**src/rtl/stream_arb_mux_if.sv**
```systemverilog
// Stream bundle for stream_arb_mux: NCH valid/ready input channels feeding
// one registered valid/ready output. The master modport is the traffic source
// and sink side. The slave modport is the multiplexer itself.
interface stream_arb_mux_if #(
  parameter int WIDTH = 32,
  parameter int NCH   = 4,
  parameter int SEL_W = 2
);
  logic [NCH-1:0]       in_valid;
  logic [NCH*WIDTH-1:0] in_data;
  logic [NCH-1:0]       in_last;
  logic [NCH-1:0]       in_ready;
  logic                 out_valid;
  logic [WIDTH-1:0]     out_data;
  logic                 out_last;
  logic [SEL_W-1:0]     out_sel;
  logic                 out_ready;

  modport master (
    output in_valid, in_data, in_last,
    input  in_ready,
    input  out_valid, out_data, out_last, out_sel,
    output out_ready
  );

  modport slave (
    input  in_valid, in_data, in_last,
    output in_ready,
    output out_valid, out_data, out_last, out_sel,
    input  out_ready
  );
endinterface

```
**src/rtl/stream_arb_mux.sv**
```systemverilog
// N-channel valid/ready stream multiplexer with a single registered output.
// Arbitration is round-robin (RR=1) or fixed lowest-index priority (RR=0).
// Once a beat without last is accepted, the grant locks to that channel until
// its last beat is accepted. The round-robin pointer moves only at packet end.
module stream_arb_mux #(
  parameter int WIDTH = 32,
  parameter int NCH   = 4,
  parameter int SEL_W = 2,
  parameter int RR    = 1
) (
  input logic          clock,
  input logic          reset_,
  stream_arb_mux_if.slave bus
);

  localparam logic [SEL_W:0]   NCH_X = (SEL_W+1)'(NCH);
  localparam logic [SEL_W-1:0] MAX_CH = SEL_W'(NCH - 1);

  // arbitration state
  logic [SEL_W-1:0] ptr;
  logic             lock;
  logic [SEL_W-1:0] lock_ch;

  // output register
  logic             out_valid_q;
  logic [WIDTH-1:0] out_data_q;
  logic             out_last_q;
  logic [SEL_W-1:0] out_sel_q;

  // combinational grant
  logic             load;
  logic             gnt_found;
  logic [SEL_W-1:0] gnt_idx;
  logic [SEL_W:0]   scan_sum;
  logic [SEL_W-1:0] scan_idx;
  logic             take;
  logic             gnt_last;
  logic [SEL_W-1:0] next_ptr;
  logic [NCH-1:0]   ready;

  logic [WIDTH-1:0] ch_data [NCH];

  for (genvar i = 0; i < NCH; i++) begin : g_split
    assign ch_data[i] = bus.in_data[i*WIDTH +: WIDTH];
  end

  // The output register can take a beat when it is empty or being drained.
  assign load = !out_valid_q || bus.out_ready;

  // Pick the candidate channel. A locked grant waits on its own channel even
  // when it is idle, which shows up as a bubble on the output.
  always_comb begin
    gnt_found = 1'b0;
    gnt_idx   = '0;
    scan_sum  = '0;
    scan_idx  = '0;
    if (lock) begin
      gnt_found = bus.in_valid[lock_ch];
      gnt_idx   = lock_ch;
    end else if (RR != 0) begin
      for (int k = 0; k < NCH; k++) begin
        scan_sum = {1'b0, ptr} + (SEL_W+1)'(k);
        if (scan_sum >= NCH_X) begin
          scan_sum = scan_sum - NCH_X;
        end
        scan_idx = scan_sum[SEL_W-1:0];
        if (!gnt_found && bus.in_valid[scan_idx]) begin
          gnt_found = 1'b1;
          gnt_idx   = scan_idx;
        end
      end
    end else begin
      // Scan from the top down so the lowest valid index is the last one written.
      for (int k = NCH - 1; k >= 0; k--) begin
        scan_idx = SEL_W'(k);
        if (bus.in_valid[scan_idx]) begin
          gnt_found = 1'b1;
          gnt_idx   = scan_idx;
        end
      end
    end
  end

  // Drive a single ready bit toward the granted channel. All bits stay low during reset.
  always_comb begin
    ready = '0;
    if (reset_ && gnt_found && load) begin
      ready[gnt_idx] = 1'b1;
    end
  end

  assign bus.in_ready = ready;
  assign take         = reset_ && gnt_found && load;
  assign gnt_last     = bus.in_last[gnt_idx];
  assign next_ptr     = (gnt_idx == MAX_CH) ? '0 : gnt_idx + SEL_W'(1);

  // Track packet lock and advance the round-robin pointer on accepted last beats.
  always_ff @(posedge clock or negedge reset_) begin
    if (!reset_) begin
      ptr     <= '0;
      lock    <= 1'b0;
      lock_ch <= '0;
    end else if (take) begin
      if (!gnt_last) begin
        lock    <= 1'b1;
        lock_ch <= gnt_idx;
      end else begin
        lock <= 1'b0;
        if (RR != 0) begin
          ptr <= next_ptr;
        end
      end
    end
  end

  // Output register: load the granted beat, go empty when nothing is offered,
  // and hold everything while the sink stalls.
  always_ff @(posedge clock or negedge reset_) begin
    if (!reset_) begin
      out_valid_q <= 1'b0;
      out_data_q  <= '0;
      out_last_q  <= 1'b0;
      out_sel_q   <= '0;
    end else if (load) begin
      if (take) begin
        out_valid_q <= 1'b1;
        out_data_q  <= ch_data[gnt_idx];
        out_last_q  <= gnt_last;
        out_sel_q   <= gnt_idx;
      end else begin
        out_valid_q <= 1'b0;
      end
    end
  end

  assign bus.out_valid = out_valid_q;
  assign bus.out_data  = out_data_q;
  assign bus.out_last  = out_last_q;
  assign bus.out_sel   = out_sel_q;

endmodule

```
**src/flat_wrapper.sv**
```systemverilog
// flat-port wrapper written by rule: the top's interface ports become plain ports
module stream_arb_mux_flat 
#(
  parameter int WIDTH = 32,
  parameter int NCH   = 4,
  parameter int SEL_W = 2,
  parameter int RR    = 1
)
  (clock, reset_, bus_in_valid, bus_in_data, bus_in_last, bus_in_ready, bus_out_valid, bus_out_data, bus_out_last, bus_out_sel, bus_out_ready);
  stream_arb_mux_if #(.WIDTH(WIDTH), .NCH(NCH), .SEL_W(SEL_W)) bus_i ();
  input logic clock;
  input logic reset_;
  input wire logic [$bits(bus_i.in_valid)-1:0] bus_in_valid;
  input wire logic [$bits(bus_i.in_data)-1:0] bus_in_data;
  input wire logic [$bits(bus_i.in_last)-1:0] bus_in_last;
  output wire logic [$bits(bus_i.in_ready)-1:0] bus_in_ready;
  output wire logic [$bits(bus_i.out_valid)-1:0] bus_out_valid;
  output wire logic [$bits(bus_i.out_data)-1:0] bus_out_data;
  output wire logic [$bits(bus_i.out_last)-1:0] bus_out_last;
  output wire logic [$bits(bus_i.out_sel)-1:0] bus_out_sel;
  input wire logic [$bits(bus_i.out_ready)-1:0] bus_out_ready;
  assign bus_i.in_valid = bus_in_valid;
  assign bus_i.in_data = bus_in_data;
  assign bus_i.in_last = bus_in_last;
  assign bus_in_ready = bus_i.in_ready;
  assign bus_out_valid = bus_i.out_valid;
  assign bus_out_data = bus_i.out_data;
  assign bus_out_last = bus_i.out_last;
  assign bus_out_sel = bus_i.out_sel;
  assign bus_i.out_ready = bus_out_ready;
  stream_arb_mux #(.WIDTH(WIDTH), .NCH(NCH), .SEL_W(SEL_W), .RR(RR)) u_core (.clock(clock), .reset_(reset_), .bus(bus_i));
endmodule
```
**config.mk**
```make
export PLATFORM = sky130hd
export DESIGN_NAME = stream_arb_mux_flat
export DESIGN_NICKNAME = d
export VERILOG_FILES = /design/src/rtl/stream_arb_mux_if.sv /design/src/rtl/stream_arb_mux.sv /design/src/flat_wrapper.sv
export SDC_FILE = /design/constraint.sdc
export NUM_CORES = 1
export LEC_CHECK = 0
export CAP_MARGIN = 0
export CORE_AREA = 2 2 71 141
export DETAILED_ROUTE_END_ITERATION = 10
export DIE_AREA = 0 0 73 143
export PLACE_DENSITY = 0.67
export SLEW_MARGIN = 30
export SYNTH_ARGS = -nofsm -noshare
export SYNTH_HDL_FRONTEND = slang
export SYNTH_SLANG_ARGS = --single-unit
```
**constraint.sdc**
```tcl
create_clock -name clock -period 6.09 [get_ports clock]
set_input_delay 0.9135 -clock clock [delete_from_list [all_inputs] [get_ports clock]]
set_output_delay 0.9135 -clock clock [all_outputs]
set_load 0.005 [all_outputs]
```
==> impl_metrics.tcl <==
set metrics [dict create \
    grt_setup_unrepaired "false" \
    holdBufCountCts 0 \
    fin_nets 498 \
    r2r_end "u_core.bus.out_data[28]$_DFFE_PN0P_" \
    p_clk_share_pct 12.2 \
    dr.pass1.iters 4 \
    rr_worst_depth 7 \
    crit_required_ps 5180 \
    switching_share_pct 32.6 \
    setup_tns_ps 0 \
    vdd_ir_drop_max_mv 0.259 \
    hold_viol 0 \
    numClockSinks 41 \
    power.leakage_nw 1.86 \
    netlist_instances 182 \
    cts_made_buffers 5 \
    synth.avg_cell_area_sq_um 15.1 \
    synth_nets 322 \
    mostFrequentLayoutCell "clkdlybuf4s50_1" \
    r2r_slack_ps 2620 \
    ys_seq_area_share_pct 37.4 \
    ys_ff_latch 41 \
    coreArea_sq_um 9320 \
    postCtsSetupRepairBufs 0 \
    min_period_ps 4850 \
    crit_type "input port to output port" \
    vias 2332 \
    cpMaxStageDelayCell "clkdlybuf4s50_1" \
    antenna_found_initial 0 \
    fin_crit_sh_pct 79.6 \
    antenna_left 0 \
    drv_slew 0 \
    setup_violations 0 \
    switchingPower_mw 0.683 \
    worstPathMaxFanout 21 \
    fin_util_pct 50.7 \
    grt_max_degree 42 \
    fp-row-count 50 \
    clk_pin_slew_ps 50 \
    die_y_um 143 \
    cts_tree "yes" \
    drt_wl_total_mm 8.78 \
    min_path_type "register to register" \
    grt_overflow_total 0 \
    drc 0 \
    p_seq_share_pct 24.3 \
    power_frac_comb_pct 63.5 \
    drv_cap 0 \
    yosys_warnings 0 \
    slew_headroom_pct 45.8 \
    area_delta_synth_final_pct 72.1 \
    drt_iter0_markers 89 \
    path_delay_family "buffers and inverters" \
    skew_ps 3.02 \
    crit_end "bus_in_ready[2]" \
    worst_slew_pin_slew_ps 813 \
    grt_pass1_wl_mm 13.0 \
    cts_resized 0 \
    r2r_start "u_core.ptr[0]$_DFFE_PN0P_" \
    gp_congestion 0.893 \
    crit_top_cell "clkdlybuf4s50_1" \
    h-tree-depth 2 \
    track_usage_pct 16.6 \
    max_stage_delay_ps 610 \
    final_layout_size_suffix_gt1_share_pct 22.6 \
    die_x_um 73 \
    clk-insertion-delay-late_ps 280 \
    internal_power_mw 1.41 \
    cts_max_path_buffers 2 \
    final_cell_mix "177 x clkdlybuf4s50_1, 41 x dfrtp_1, 32 x mux4_2" \
    grt_pass1_vias 2530 \
    wl_per_cell_um 19.0 \
    startpoint "bus_in_valid[3]" \
    path_buf_inv 3 \
    crit_chain "clkdlybuf4s50_1, nor3b_1, a32o_1, o21ai_1, and3_2, buf_4, nand2_1, nor2_1, clkdlybuf4s50_1" \
    min_from "u_core.bus.out_sel[1]$_DFFE_PN0P_" \
    synth_area_sq_um 2750 \
    startpoint_type "input port" \
    place_hpwl_mm 7.25 \
    max_freq_mhz 206 \
    diodes 0 \
    dieArea_sq_um 10400 \
    powerDensity_nw_per_um2 444 \
    start_util_pct 29.5 \
    nFillCells 858 \
    vias_per_cell 5.05 \
    status "completed" \
    end_kind "output port" \
    ys_types 41 \
    portBuffers 178 \
    critPathArrivalTime_ps 3930 \
    io-pin-count 179 \
    cts_root_buffer "clkbuf_16" \
    crit_cells 9 \
]
==> how the worst min path moves through the flow <==
| stage | to | cells after the start |
|---|---|---|
| global route | u_core.bus.out_last$_DFFE_PN0P_ | 1 |
| detailed placement | u_core.bus.out_sel[1]$_DFFE_PN0P_ | 2 |
| CTS | u_core.bus.out_sel[1]$_DFFE_PN0P_ | 2 |
| floorplan | u_core.bus.out_sel[1]$_DFFE_PN0P_ | 2 |
| finish | u_core.bus.out_sel[1]$_DFFE_PN0P_ | 2 |
| global placement | u_core.bus.out_last$_DFFE_PN0P_ | 1 |
==> layout make-up <==
class | count | area, sq um | share of cell area, %
repair buffers | 182 | 1810 | 38.2
multi-input cells | 122 | 1600 | 33.8
flip-flops and latches | 41 | 1030 | 21.7
clock buffers | 7 | 143 | 3.02
well taps | 104 | 130 | 2.75
inverters | 6 | 22.5 | 0.476
==> cell usage after synthesis, drive strengths merged <==
master / n / share of area (%)
nor4: 2 / 0.68
o21ai: 2 / 0.36
a32o: 1 / 0.36
mux2i: 2 / 0.73
mux4: 33 / 27
a22o: 1 / 0.32
nor3: 1 / 0.18
o211ai: 1 / 0.27
a211o: 1 / 0.32
a31oi: 1 / 0.23
nor4b: 1 / 0.32
and3: 3 / 0.68
mux2: 35 / 17
a2bb2oi: 1 / 0.32
a21oi: 3 / 0.55
and2: 2 / 0.46
nand2b: 4 / 0.91
o2111ai: 1 / 0.32
nand3: 1 / 0.18
o22ai: 3 / 0.91
nand2: 9 / 1.2
inv: 6 / 0.82
a311o: 1 / 0.36
dfrtp: 41 / 37
nor3b: 1 / 0.27
ha: 1 / 0.46
o21a: 1 / 0.27
buf: 13 / 4.5
a21o: 1 / 0.27
nor2b: 1 / 0.23
a21boi: 1 / 0.41
nor2: 5 / 0.68
o221ai: 2 / 0.64
==> worst register-to-register path, delay by kind of cell, from the launching register on <==
kind                   cells  cell delay [ps]
flip-flops                 1              520
AO/OA/AOI/OAI              3             1100
AND/OR/NAND/NOR            1              370
buffers and inverters      1              490
multiplexers               2              870
==> through the flow <==
| step | area, sq um | cells | hold WS (ps) | power (mW) | worst slack (ps) |
|---|---|---|---|---|---|
| floorplan | 2750 | 182 | 471 | 1.40 | 2930 |
| global placement | 4580 | 455 | 462 | 1.84 | 1320 |
| detailed placement | 4580 | 455 | 478 | 1.87 | 1230 |
| CTS | 4730 | 462 | 492 | 2.14 | 1200 |
| global route | 4730 | 462 | 511 | 2.24 | 963 |
| finish | 4730 | 462 | 487 | 2.10 | 1240 |
==> kinds of logic after synthesis <==
group	synth area share, %
and+or+nand+nor	5.83
buffers and inverters	5.28
DFF	37.4
muxes	45.1
adders and majority gates	0.456
AOI/OAI and AO/OA	5.92
==> flip-flops by register name, indices dropped and copies added (netlist names) <==
name / flops
u_core.bus.out_data: 32
u_core.bus.out_last: 1
u_core.bus.out_sel: 2
u_core.bus.out_valid: 1
u_core.lock: 1
u_core.lock_ch: 2
u_core.ptr: 2
==> power groups by stage <==
stage / combinational (mW) / clock, mW / sequential (mW)
final: 1.33 / 0.255 / 0.510
after global routing: 1.43 / 0.277 / 0.529
after CTS: 1.36 / 0.265 / 0.510
after detailed placement: 1.36 / 0 / 0.513
after global placement: 1.34 / 0 / 0.507
after floorplan: 0.893 / 0 / 0.504
==> per-layer routing <==
layer | vias to the layer above | share of wire (%) | GRT usage (%)
met3 | 18 | 6.6 | 4.02
met1 | 1132 | 32 | 16.0
li1 | 1074 | - | -
met2 | 108 | 59 | 32.4
met4 | 0 | 2.4 | 6.14
met5 | - | 0 | 0
No activity file was read; power rests on OpenSTA's default activity.
